## src/rtl/muldiv_if.sv

```systemverilog
// Request/write-back bundle between the issuing pipeline and the 16-bit multiply/divide unit.
// Master drives start/op/dst/opA/opB; slave returns busy/done/dbz and the two register-file writes.
// No backpressure: requests are only taken while the unit is idle, writes are unconditional.
interface muldiv_if;
    logic        start;
    logic        op;
    logic [2:0]  dst;
    logic [15:0] opA;
    logic [15:0] opB;
    logic        busy;
    logic        done;
    logic        dbz;
    logic        wr;
    logic [2:0]  wrAddr;
    logic [15:0] wrData;

    modport master (
        output start, op, dst, opA, opB,
        input  busy, done, dbz, wr, wrAddr, wrData
    );

    modport slave (
        input  start, op, dst, opA, opB,
        output busy, done, dbz, wr, wrAddr, wrData
    );
endinterface

```

## src/rtl/muldiv_unit.sv

```systemverilog
// Iterative unsigned 16x16 multiply (shift-add) / 16/16 divide (restoring), two register-file writes.
// Latency: accept -> done is 18 cycles, 2 cycles for divide-by-zero; writes low half then high half.
// Backpressure: none; start is only sampled while idle, requests seen while busy are dropped.
// Ports: clk, rst (sync, active-high); bus.slave carries start/op/dst/opA/opB in and
//        busy/done/dbz/wr/wrAddr/wrData out. Outputs depend only on registered state.
module muldiv_unit (
    input  logic     clk,
    input  logic     rst,
    muldiv_if.slave  bus
);
    typedef enum logic [1:0] {IDLE, CALC, WB_LO, WB_HI} state_t;

    state_t      state;
    state_t      stateNext;
    logic [3:0]  cnt;
    logic        opR;
    logic        dbzR;
    logic [2:0]  dstR;
    // Multiplicand for MUL, divisor for DIV.
    logic [15:0] operand;
    // MUL: {accHi, accLo} is the partial product with the unconsumed multiplier bits in accLo.
    // DIV: accHi is the running remainder, accLo shifts dividend bits out and quotient bits in.
    logic [15:0] accHi;
    logic [15:0] accLo;

    logic        accept;
    logic        divZero;
    logic [16:0] mulSum;
    logic [16:0] divShift;
    logic        divFits;
    logic [15:0] divRem;

    assign accept  = (state == IDLE) && bus.start;
    assign divZero = bus.op && (bus.opB == 16'h0000);

    assign mulSum   = {1'b0, accHi} + {1'b0, (accLo[0] ? operand : 16'h0000)};
    assign divShift = {accHi, accLo[15]};
    assign divFits  = divShift >= {1'b0, operand};
    // When the trial subtraction fits, the true difference is below the divisor, so 16 bits suffice.
    assign divRem   = divShift[15:0] - operand;

    always_ff @(posedge clk) begin
        if (rst) begin
            state <= IDLE;
        end else begin
            state <= stateNext;
        end
    end

    always_comb begin
        stateNext = state;
        case (state)
            IDLE:    if (bus.start) stateNext = divZero ? WB_LO : CALC;
            CALC:    if (cnt == 4'd15) stateNext = WB_LO;
            WB_LO:   stateNext = WB_HI;
            WB_HI:   stateNext = IDLE;
            default: stateNext = IDLE;
        endcase
    end

    always_ff @(posedge clk) begin
        if (rst) begin
            cnt     <= 4'd0;
            opR     <= 1'b0;
            dbzR    <= 1'b0;
            dstR    <= 3'd0;
            operand <= 16'h0000;
            accHi   <= 16'h0000;
            accLo   <= 16'h0000;
        end else if (accept) begin
            cnt  <= 4'd0;
            opR  <= bus.op;
            dstR <= bus.dst;
            dbzR <= divZero;
            if (divZero) begin
                // Results are final immediately: all-ones quotient, dividend as remainder.
                operand <= bus.opB;
                accHi   <= bus.opA;
                accLo   <= 16'hFFFF;
            end else if (bus.op) begin
                operand <= bus.opB;
                accHi   <= 16'h0000;
                accLo   <= bus.opA;
            end else begin
                operand <= bus.opA;
                accHi   <= 16'h0000;
                accLo   <= bus.opB;
            end
        end else if (state == CALC) begin
            cnt <= cnt + 4'd1;
            if (opR) begin
                accHi <= divFits ? divRem : divShift[15:0];
                accLo <= {accLo[14:0], divFits};
            end else begin
                {accHi, accLo} <= {mulSum, accLo[15:1]};
            end
        end
    end

    always_comb begin
        bus.busy   = (state != IDLE);
        bus.wr     = 1'b0;
        bus.done   = 1'b0;
        bus.dbz    = 1'b0;
        bus.wrAddr = 3'd0;
        bus.wrData = 16'h0000;
        case (state)
            WB_LO: begin
                bus.wr     = 1'b1;
                bus.wrAddr = dstR;
                bus.wrData = accLo;
            end
            WB_HI: begin
                bus.wr     = 1'b1;
                bus.done   = 1'b1;
                bus.dbz    = dbzR;
                bus.wrAddr = dstR + 3'd1;
                bus.wrData = accHi;
            end
            default: ;
        endcase
    end
endmodule
```

## src/flat_wrapper.sv

```systemverilog
// flat-port wrapper written by rule: the top's interface ports become plain ports
module muldiv_unit_flat 
  (clk, rst, bus_start, bus_op, bus_dst, bus_opA, bus_opB, bus_busy, bus_done, bus_dbz, bus_wr, bus_wrAddr, bus_wrData);
  muldiv_if bus_i ();
  input  logic clk;
  input  logic rst;
  input wire logic [$bits(bus_i.start)-1:0] bus_start;
  input wire logic [$bits(bus_i.op)-1:0] bus_op;
  input wire logic [$bits(bus_i.dst)-1:0] bus_dst;
  input wire logic [$bits(bus_i.opA)-1:0] bus_opA;
  input wire logic [$bits(bus_i.opB)-1:0] bus_opB;
  output wire logic [$bits(bus_i.busy)-1:0] bus_busy;
  output wire logic [$bits(bus_i.done)-1:0] bus_done;
  output wire logic [$bits(bus_i.dbz)-1:0] bus_dbz;
  output wire logic [$bits(bus_i.wr)-1:0] bus_wr;
  output wire logic [$bits(bus_i.wrAddr)-1:0] bus_wrAddr;
  output wire logic [$bits(bus_i.wrData)-1:0] bus_wrData;
  assign bus_i.start = bus_start;
  assign bus_i.op = bus_op;
  assign bus_i.dst = bus_dst;
  assign bus_i.opA = bus_opA;
  assign bus_i.opB = bus_opB;
  assign bus_busy = bus_i.busy;
  assign bus_done = bus_i.done;
  assign bus_dbz = bus_i.dbz;
  assign bus_wr = bus_i.wr;
  assign bus_wrAddr = bus_i.wrAddr;
  assign bus_wrData = bus_i.wrData;
  muldiv_unit u_core (.clk(clk), .rst(rst), .bus(bus_i));
endmodule
```

## config.mk

```make
export PLATFORM = sky130hd
export DESIGN_NAME = muldiv_unit_flat
export DESIGN_NICKNAME = d
export VERILOG_FILES = /design/src/rtl/muldiv_if.sv /design/src/rtl/muldiv_unit.sv /design/src/flat_wrapper.sv
export SDC_FILE = /design/constraint.sdc
export NUM_CORES = 1
export LEC_CHECK = 0
export ABC_AREA = 0
export CORE_MARGIN = 2
export CORE_UTILIZATION = 29
export DETAILED_ROUTE_END_ITERATION = 16
export PLACE_DENSITY = 0.44
export SLEW_MARGIN = 5
export SYNTH_ARGS = -nofsm -noshare
export SYNTH_HDL_FRONTEND = slang
export SYNTH_SLANG_ARGS = --single-unit
```

## constraint.sdc

```tcl
create_clock -name clk -period 4.6 [get_ports clk]
set_input_delay 0.69 -clock clk [delete_from_list [all_inputs] [get_ports clk]]
set_output_delay 0.69 -clock clk [all_outputs]
set_load 0.02 [all_outputs]
```

==> After elaboration in Yosys (flattened, before gate mapping) <==
Index checks and enable logic that the tools add are counted.
{ "word_totals": {"register_bits": 59, "wordCells": 50} }
{ "classes": {"magnitude_cmp": 1, "n_reduce_logical": 9, "addsub": 4, "n_mux": 22, "n_eq_ne": 6} }
{ "ops": {"columns": ["operator", "n"], "rows": [
  ["$mux W16", 13],
  ["$pmux W16 S2", 1],
  ["$add A16 B16 Y17", 1],
  ["$ge A17 B16 Y1", 1],
  ["$logic_not A16 Y1", 1],
  ["$sub A16 B16 Y16", 1],
  ["$pmux W2 S4", 1],
  ["$mux W2", 3],
  ["$pmux W3 S2", 1],
  ["$add A4 B1 Y4 const B", 1],
  ["$eq A2 B2 Y1 const B", 2],
  ["$eq A4 B4 Y1 const B", 1],
  ["$reduce_bool A2 Y1", 2],
  ["$reduce_or A2 Y1", 2],
  ["$add A3 B1 Y3 const B", 1],
  ["$mux W1", 3],
  ["$eq A2 B1 Y1 const B", 1],
  ["$logic_and A1 B1 Y1", 2],
  ["$logic_not A2 Y1", 1],
  ["$ne A2 B1 Y1 const B", 1],
  ["$ne A2 B2 Y1 const B", 1],
  ["$reduce_and A2 Y1", 1]
]} }

==> Longest topological paths before layout <==
Gate-level depths: netlist of run 1.
{ "depth": {"word_depth": 5, "mapped_depth": 12, "ltp_nobuf": 10} }

==> Worst setup path before layout of run 1 <==
No wires, ideal clock.
{ "synth_path": {"kind": "register -> register", "startpoint": "register u_core.accLo[0]", "endpoint": "register u_core.accHi[11]", "arrival_time_ns": 2.660, "setup_time_ns": 0.091, "period_less_slack_ns": 2.751, "n_path_buf": 2, "slack_ns": 1.849, "path_stages_with_launch": 13, "t_required_ns": 4.509, "cell_sequence": "dfxtp_1 > clkbuf_1 > clkbuf_1 > and2_1 > ha_1 > fa_1 > a21o_1 > a221oi_1 > a211oi_1 > nor3_1 > xnor2_1 > a221oi_1 > a311oi_1"} }
{ "synth_between": {"elab_chain_len": 5} }
{ "synth_rtl": {"columns": ["item", "line_no", "rtl"], "rows": [
  ["start: declaration", "muldiv_unit.sv:24", "logic [15:0] accLo;"],
  ["start signal: assignment", "muldiv_unit.sv:83", "accLo <= bus.opA;"],
  ["start signal: assignment", "muldiv_unit.sv:87", "accLo <= bus.opB;"],
  ["start signal: assignment", "muldiv_unit.sv:93", "accLo <= {accLo[14:0], divFits};"],
  ["$mux W16", "muldiv_unit.sv:36", "assign mulSum = {1'b0, accHi} + {1'b0, (accLo[0] ? operand : 16'h0000)};"],
  ["$add A16 B16 Y17", "muldiv_unit.sv:36", null],
  ["$mux W16", "muldiv_unit.sv:91", "if (opR) begin"],
  ["$mux W16", "muldiv_unit.sv:89", "end else if (state == CALC) begin"],
  ["$mux W16", "muldiv_unit.sv:70", "end else if (accept) begin"],
  ["end signal: assignment", "muldiv_unit.sv:78", "accHi <= bus.opA;"],
  ["end signal: assignment", "muldiv_unit.sv:92", "accHi <= divFits ? divRem : divShift[15:0];"],
  ["end signal: assignment", "muldiv_unit.sv:95", "{accHi, accLo} <= {mulSum, accLo[15:1]};"],
  ["end: declaration", "muldiv_unit.sv:23", "logic [15:0] accHi;"]
]} }
Every way passes these cells. The select of a mux whose other input is x is not followed.
A chain may end at the register's enable or synchronous reset.

==> Final worst setup path of run 1 <==
Same ends and word-level chain as after synthesis.

==> flow_summary.toml, run 1 <==
[run_status]
status = "completed"

[yosys]
ys_top_cells_by_count = "dfxtp_1 (59), nand2_1 (59), nor2_1 (56)"
ys_seq_area_share_pct = 22.3
postSynthNetCount = 763
ys_warn_count = 0
avgSynthCellArea_um2 = 7.77
synth_top_area_cell = "dfxtp_1"
synthFlopType = "dfxtp_1"
async_reset_ff_share_pct = 0
postSynthCellCount = 683
synth_edf_count = 0
synth_area_um2 = 5310
synth-seq-cells = 59
yosysTopAreaCellShare_pct = 22.3
synth_cell_type_count = 66
synth.area.top_cells = "dfxtp_1 (22%), mux2i_1 (9.6%), ha_1 (9.2%), a221oi_1 (4.3%), nand2_1 (4.2%)"

[floorplanning]
start_util_pct = 29.5
fp.dieW_um = 139
core-area_um2 = 18000
core.rowCount = 49
dieArea_um2 = 19400
dieHeight_um = 139
io_pins = 62

[worst_setup_path]
slowest_stage = "dfxtp_1"
cp_top_family = "compound AO/OA/AOI/OAI gates"
crit_type = "reg -> reg"
cp_num_buf_inv = 0
start_kind = "flop"
endpoint_kind = "flop"
cpPeakStageDelay_ps = 510
crit_arrival_ps = 3360
crit_path_cell_trace = "and2_1, ha_1, fa_1, a21o_1, a221oi_1, a211oi_1, nor3_1, xnor2_1, a221oi_1, a311oi_1"
required_ps = 4770
cpMostUsedCell = "a221oi_1"
cp_max_fo = 19

[route]
viasPerCell = 5.60
wl_per_cell_um = 20.3
drt-pass1-iter-count = 5
num_vias = 5332
wirelength_mm = 19.3
route.detailed.drc = 0
drt.antenna.violating_nets = 0
drtIter0Drc = 385

[placed_design]
dp.final_hpwl_mm = 14.5
post-place-cells = 936
post_dp_cell_area_um2 = 6070
place_ws_ps = 1130
place_congestion = 0.882
io_buffers = 61

[layout]
drive_gt1_share_pct = 5.12
final_cells = 952
fin_nets = 798
area.growth.synth_to_final_pct = 19.9
final_core_util_pct = 35.4
n_fill_cell = 1906
final_cell_area_um2 = 6360
antennaDiodeCount = 0

[sta]
setup_viol = 0
fmax_ghz = 0.314
drv_slew = 0
period_needed_ps = 3190
clock_skew_ps = 7.72
finalSetupTns_ps = 0
max_slew_margin_pct = 20.1
hold_viol = 0
grt_setup_unrepaired = "no"
layout_setup_ws_ps = 1410
finalCritPeriodShare_pct = 69.3
tightest_slew_ps = 1190

[clock_tree]
ctsResizeCount = 0
cts_tree = "yes"
post_cts_buffers = 0
clock_latency_ps = 340
clk_pin_slew_ps = 60
cts-root-buf = "clkbuf_16"
htreeDepth = 3
cts_buffers = 9
hold_buffers = 0
ctsLongestPathBuffers = 2
clock-sinks = 59

[power_and_ir_drop]
p_comb_share_pct = 64.8
p_int_uw = 2290
powerDensity_nw_per_um2 = 738
p_leak_uw = 0.00254
pwr-share-clk_pct = 14.6
swShare_pct = 51.4
ir_worst_vdd_mv = 0.318
p_switching_uw = 2410
seqPwrFrac_pct = 20.6

[grt]
grt.overflow.total = 0
grt_pass1_vias = 5195
grt_use_met1_pct = 28.9
use_met2_pct = 30.9
grt_max_degree = 49
grtUsageTotal_pct = 19.8
grt.busiest_layer = "met2"
use_met3_pct = 2.20
grt_pass1_wl_mm = 30.6
grt_antenna_before_repair = 0

[flow_run]
maxCapViolations = 0

[worst_hold_path]
hold_path.class = "reg -> reg"
-- layout by cell type, fill, tap and decap left out, types with 21 or more instances in the layout --
cell	netlist	routed
nand2_1	59	59
clkdlybuf4s50_1	0	59
dfxtp_1	59	59
nor2_1	56	56
mux2i_1	51	51
a21oi_1	39	39
ha_1	39	39
inv_1	33	33
o21ai_0	31	31
a211oi_1	28	28
a221oi_1	26	26
and2_1	22	21
-- worst register-to-register path, delay by kind of cell (launching register included) --
kind                     cells  cell delay (ps)
AO/OA/AOI/OAI                5             1250
adder cells (fa/ha/maj)      2              620
AND/OR/NAND/NOR              2              540
flip-flops                   1              510
XOR/XNOR                     1              100
-- power groups by stage --
stage | Clock [uW] | Combinational (uW) | Sequential (uW)
after floorplan | 0 | 2290 | 838
after global placement | 0 | 2990 | 974
after detailed placement | 0 | 3010 | 974
after CTS | 696 | 3040 | 964
after global routing | 717 | 3380 | 1000
final | 686 | 3040 | 970
-- metrics by stage --
stage | total power, uW | hold slack (ps)
final | 4700 | 474
after global routing | 5100 | 497
after CTS | 4700 | 476
after detailed placement | 3990 | 466
after global placement | 3960 | 453
after floorplan | 3130 | 443
-- layout make-up --
class,count,area [um^2],area share [%]
Tap cell,229,287,4.50
Timing Repair Buffer,68,653,10.3
Clock inverter,5,52.6,0.826
Sequential cell,59,1180,18.6
Inverter,33,124,1.95
Clock buffer,11,243,3.81
Multi-Input combinational cell,547,3820,60.1
-- per-layer routing --
layer  vias up  share of wire [%]
met5         -                  0
li1       2637                  -
met3        17                4.9
met4         0                1.2
met2       158                 44
met1      2520                 49
-- logic make-up (layout without fill, tap and decap cells) --
group,Yosys count,count (layout),share of synthesized area (%)
mux,52,52,9.83
compound gates,223,223,29.9
simple gates,213,213,19.4
xor+xnor,18,18,2.97
buf+inv,77,117,5.71
fa+ha+maj,41,41,9.95
flops,59,59,22.3
-- path summary, 6_finish.rpt --
check	from	to	slack, ps	cells after the start
setup / recovery	u_core.accLo[0]	u_core.accHi[11]	1410	10
hold / removal	u_core.dstR[2]	u_core.dstR[2]	470	2
setup reg to reg	u_core.accLo[0]	u_core.accHi[11]	1410	10
hold reg to reg	u_core.dstR[2]	u_core.dstR[2]	470	2
-- flip-flops by register name, summed over array words and instances, names as in the netlist --
name and flops:
u_core.accHi 16, u_core.state 2, u_core.operand 16, u_core.cnt 4, u_core.dbzR 1, u_core.dstR 3, u_core.accLo 16, u_core.opR 1
(Power assumes the default switching activity.)
==> run 2, diff against run 1 <==
==> constraint.sdc (replaced) <==
create_clock -name clk -period 3.2 [get_ports clk]
set_input_delay 0.48 -clock clk [delete_from_list [all_inputs] [get_ports clk]]
set_output_delay 0.48 -clock clk [all_outputs]
set_load 0.02 [all_outputs]
==> run 2 against run 1 <==
  * Cell count is 3.3% higher
  * Core utilization is 1.3 points higher
  * Sequential share of layout area is 0.65 points lower
  * Die area stayed put
  * Wire length is 3.4% higher
  * Sequential power is 36% higher
  * First-iteration DRC count is 7.0% lower
  * Total power is 51% higher
  * Maximum frequency is 6.7% higher
  * Global-route usage is 0.55 points higher
  * Clock power is 29% higher
==> flow_summary.toml, run 2 (synthesis gave the netlist of run 1 again) <==
[run_status]
status = "completed"

[floorplanning]
io_pins = 62
core.rowCount = 49
fp.dieW_um = 139
start_util_pct = 29.5
dieArea_um2 = 19400
core-area_um2 = 18000
dieHeight_um = 139

[worst_setup_path]
cp_max_fo = 9
slowest_stage = "a221oi_1"
endpoint_kind = "flop"
cp_top_family = "compound AO/OA/AOI/OAI gates"
crit_path_cell_trace = "buf_4, and2_1, fa_1, a21o_1, a221oi_1, a21oi_1, a21oi_1, xnor2_1, a221oi_1, a221oi_2"
crit_arrival_ps = 3180
start_kind = "flop"
cpPeakStageDelay_ps = 480
rrSetupSlack_ps = 210
cp_num_buf_inv = 1
required_ps = 3390
crit_type = "reg -> reg"

[grt]
grtUsageTotal_pct = 20.4
grt_pass1_vias = 5391
grt.overflow.total = 0
grt_antenna_before_repair = 0
grt_max_degree = 39
grt_pass1_wl_mm = 31.1

[route]
drt-pass1-iter-count = 6
wirelength_mm = 20.0
drtIter0Drc = 358
drt.antenna.violating_nets = 0
viasPerCell = 5.64
num_vias = 5541
route.detailed.drc = 0
wl_per_cell_um = 20.3

[clock_tree]
clock-sinks = 59
hold_buffers = 0
clock_latency_ps = 340
ctsLongestPathBuffers = 2
cts-root-buf = "clkbuf_16"
cts_buffers = 9
clk_pin_slew_ps = 50
ctsResizeCount = 0
htreeDepth = 3
cts_tree = "yes"

[layout]
final_cell_mix = "nand2_1 (59), clkdlybuf4s50_1 (59), dfxtp_1 (59)"
area.growth.synth_to_final_pct = 24.3
antennaDiodeCount = 0
fin_nets = 831
reg.largest.list = "u_core.accHi: 16 flops, u_core.accLo: 16 flops, u_core.operand: 16 flops"
drive_gt1_share_pct = 9.15

[sta]
drv_slew = 0
finalSetupTns_ps = 0
hold_viol = 0
fmax_ghz = 0.335
grt_setup_unrepaired = "no"
setup_viol = 0
tightest_slew_ps = 580
finalCritPeriodShare_pct = 93.4
clock_skew_ps = 6.77
max_slew_margin_pct = 61.3
period_needed_ps = 2990
layout_setup_ws_ps = 212

[flow_run]
maxCapViolations = 0

[power_and_ir_drop]
p_switching_uw = 3540
powerDensity_nw_per_um2 = 1070
swShare_pct = 50.0
ir_worst_vdd_mv = 0.429
seqPwrFrac_pct = 18.7
p_leak_uw = 0.00270
p_comb_share_pct = 68.8
p_int_uw = 3540
pwr-share-clk_pct = 12.5

[placed_design]
dp.final_hpwl_mm = 15.4
place_ws_ps = 194
io_buffers = 61
place_congestion = 0.892

[worst_hold_path]
hold_path.class = "reg -> reg"
==> run 2: repair_timing <==
| action | CTS | global route |
|---|---|---|
| hold endpoints to repair | 0 | 0 |
| setup buffers | 0 | 4 |
| setup endpoints to repair | 0 | 5 |
==> run 2: through the flow <==
step	instance area [um^2]	std cells	hold slack, ps	total power, uW	utilization, %
3_5_place_dp	6300	965	467	6020	35.1
6_report	6600	983	479	7070	36.7
3_3_place_gp	6300	965	452	6020	35.1
4_1_cts	6570	979	479	6940	36.6
2_1_floorplan	5310	683	443	4500	-
5_1_grt	6600	983	506	7690	36.7
==> run 2: tightest hold or removal path, cell delays in order (launching register included) <==
cell,delay (ps)
dfxtp_1,310
nand2_1,60
a21oi_1,60
==> run 2: routing by layer <==
metal / part of all wire [%] / vias to the layer above / track usage, %
met5: 0 / - / 0
met4: 1.4 / 0 / 5.74
met3: 4.7 / 22 / 2.17
met2: 45 / 161 / 32.3
met1: 49 / 2664 / 29.3
li1: - / 2694 / -
==> run 2: path summary, 6_finish.rpt <==
path	startpoint	end	cells past startpoint
min	u_core.dstR[2]	u_core.dstR[2]	2
min reg2reg	u_core.dstR[2]	u_core.dstR[2]	2
max reg2reg	u_core.accLo[0]	u_core.accHi[9]	10
max	u_core.accLo[0]	u_core.accHi[9]	10
==> run 2: final cells by class <==
cell class | instances | area, um^2
Clock buffer | 11 | 253
Clock inverter | 3 | 15.0
Fill cell | 1886 | 11400
Inverter | 33 | 124
Multi-Input combinational cell | 547 | 3820
Sequential cell | 59 | 1180
Tap cell | 229 | 287
Timing Repair Buffer | 101 | 913
==> run 2: power groups by stage <==
stage	Combinational, uW	Sequential (uW)	Clock, uW
3_5_place_dp	4690	1330	0
2_1_floorplan	3300	1200	0
4_1_cts	4720	1320	904
5_1_grt	5400	1360	931
6_report	4870	1320	883
3_3_place_gp	4690	1330	0
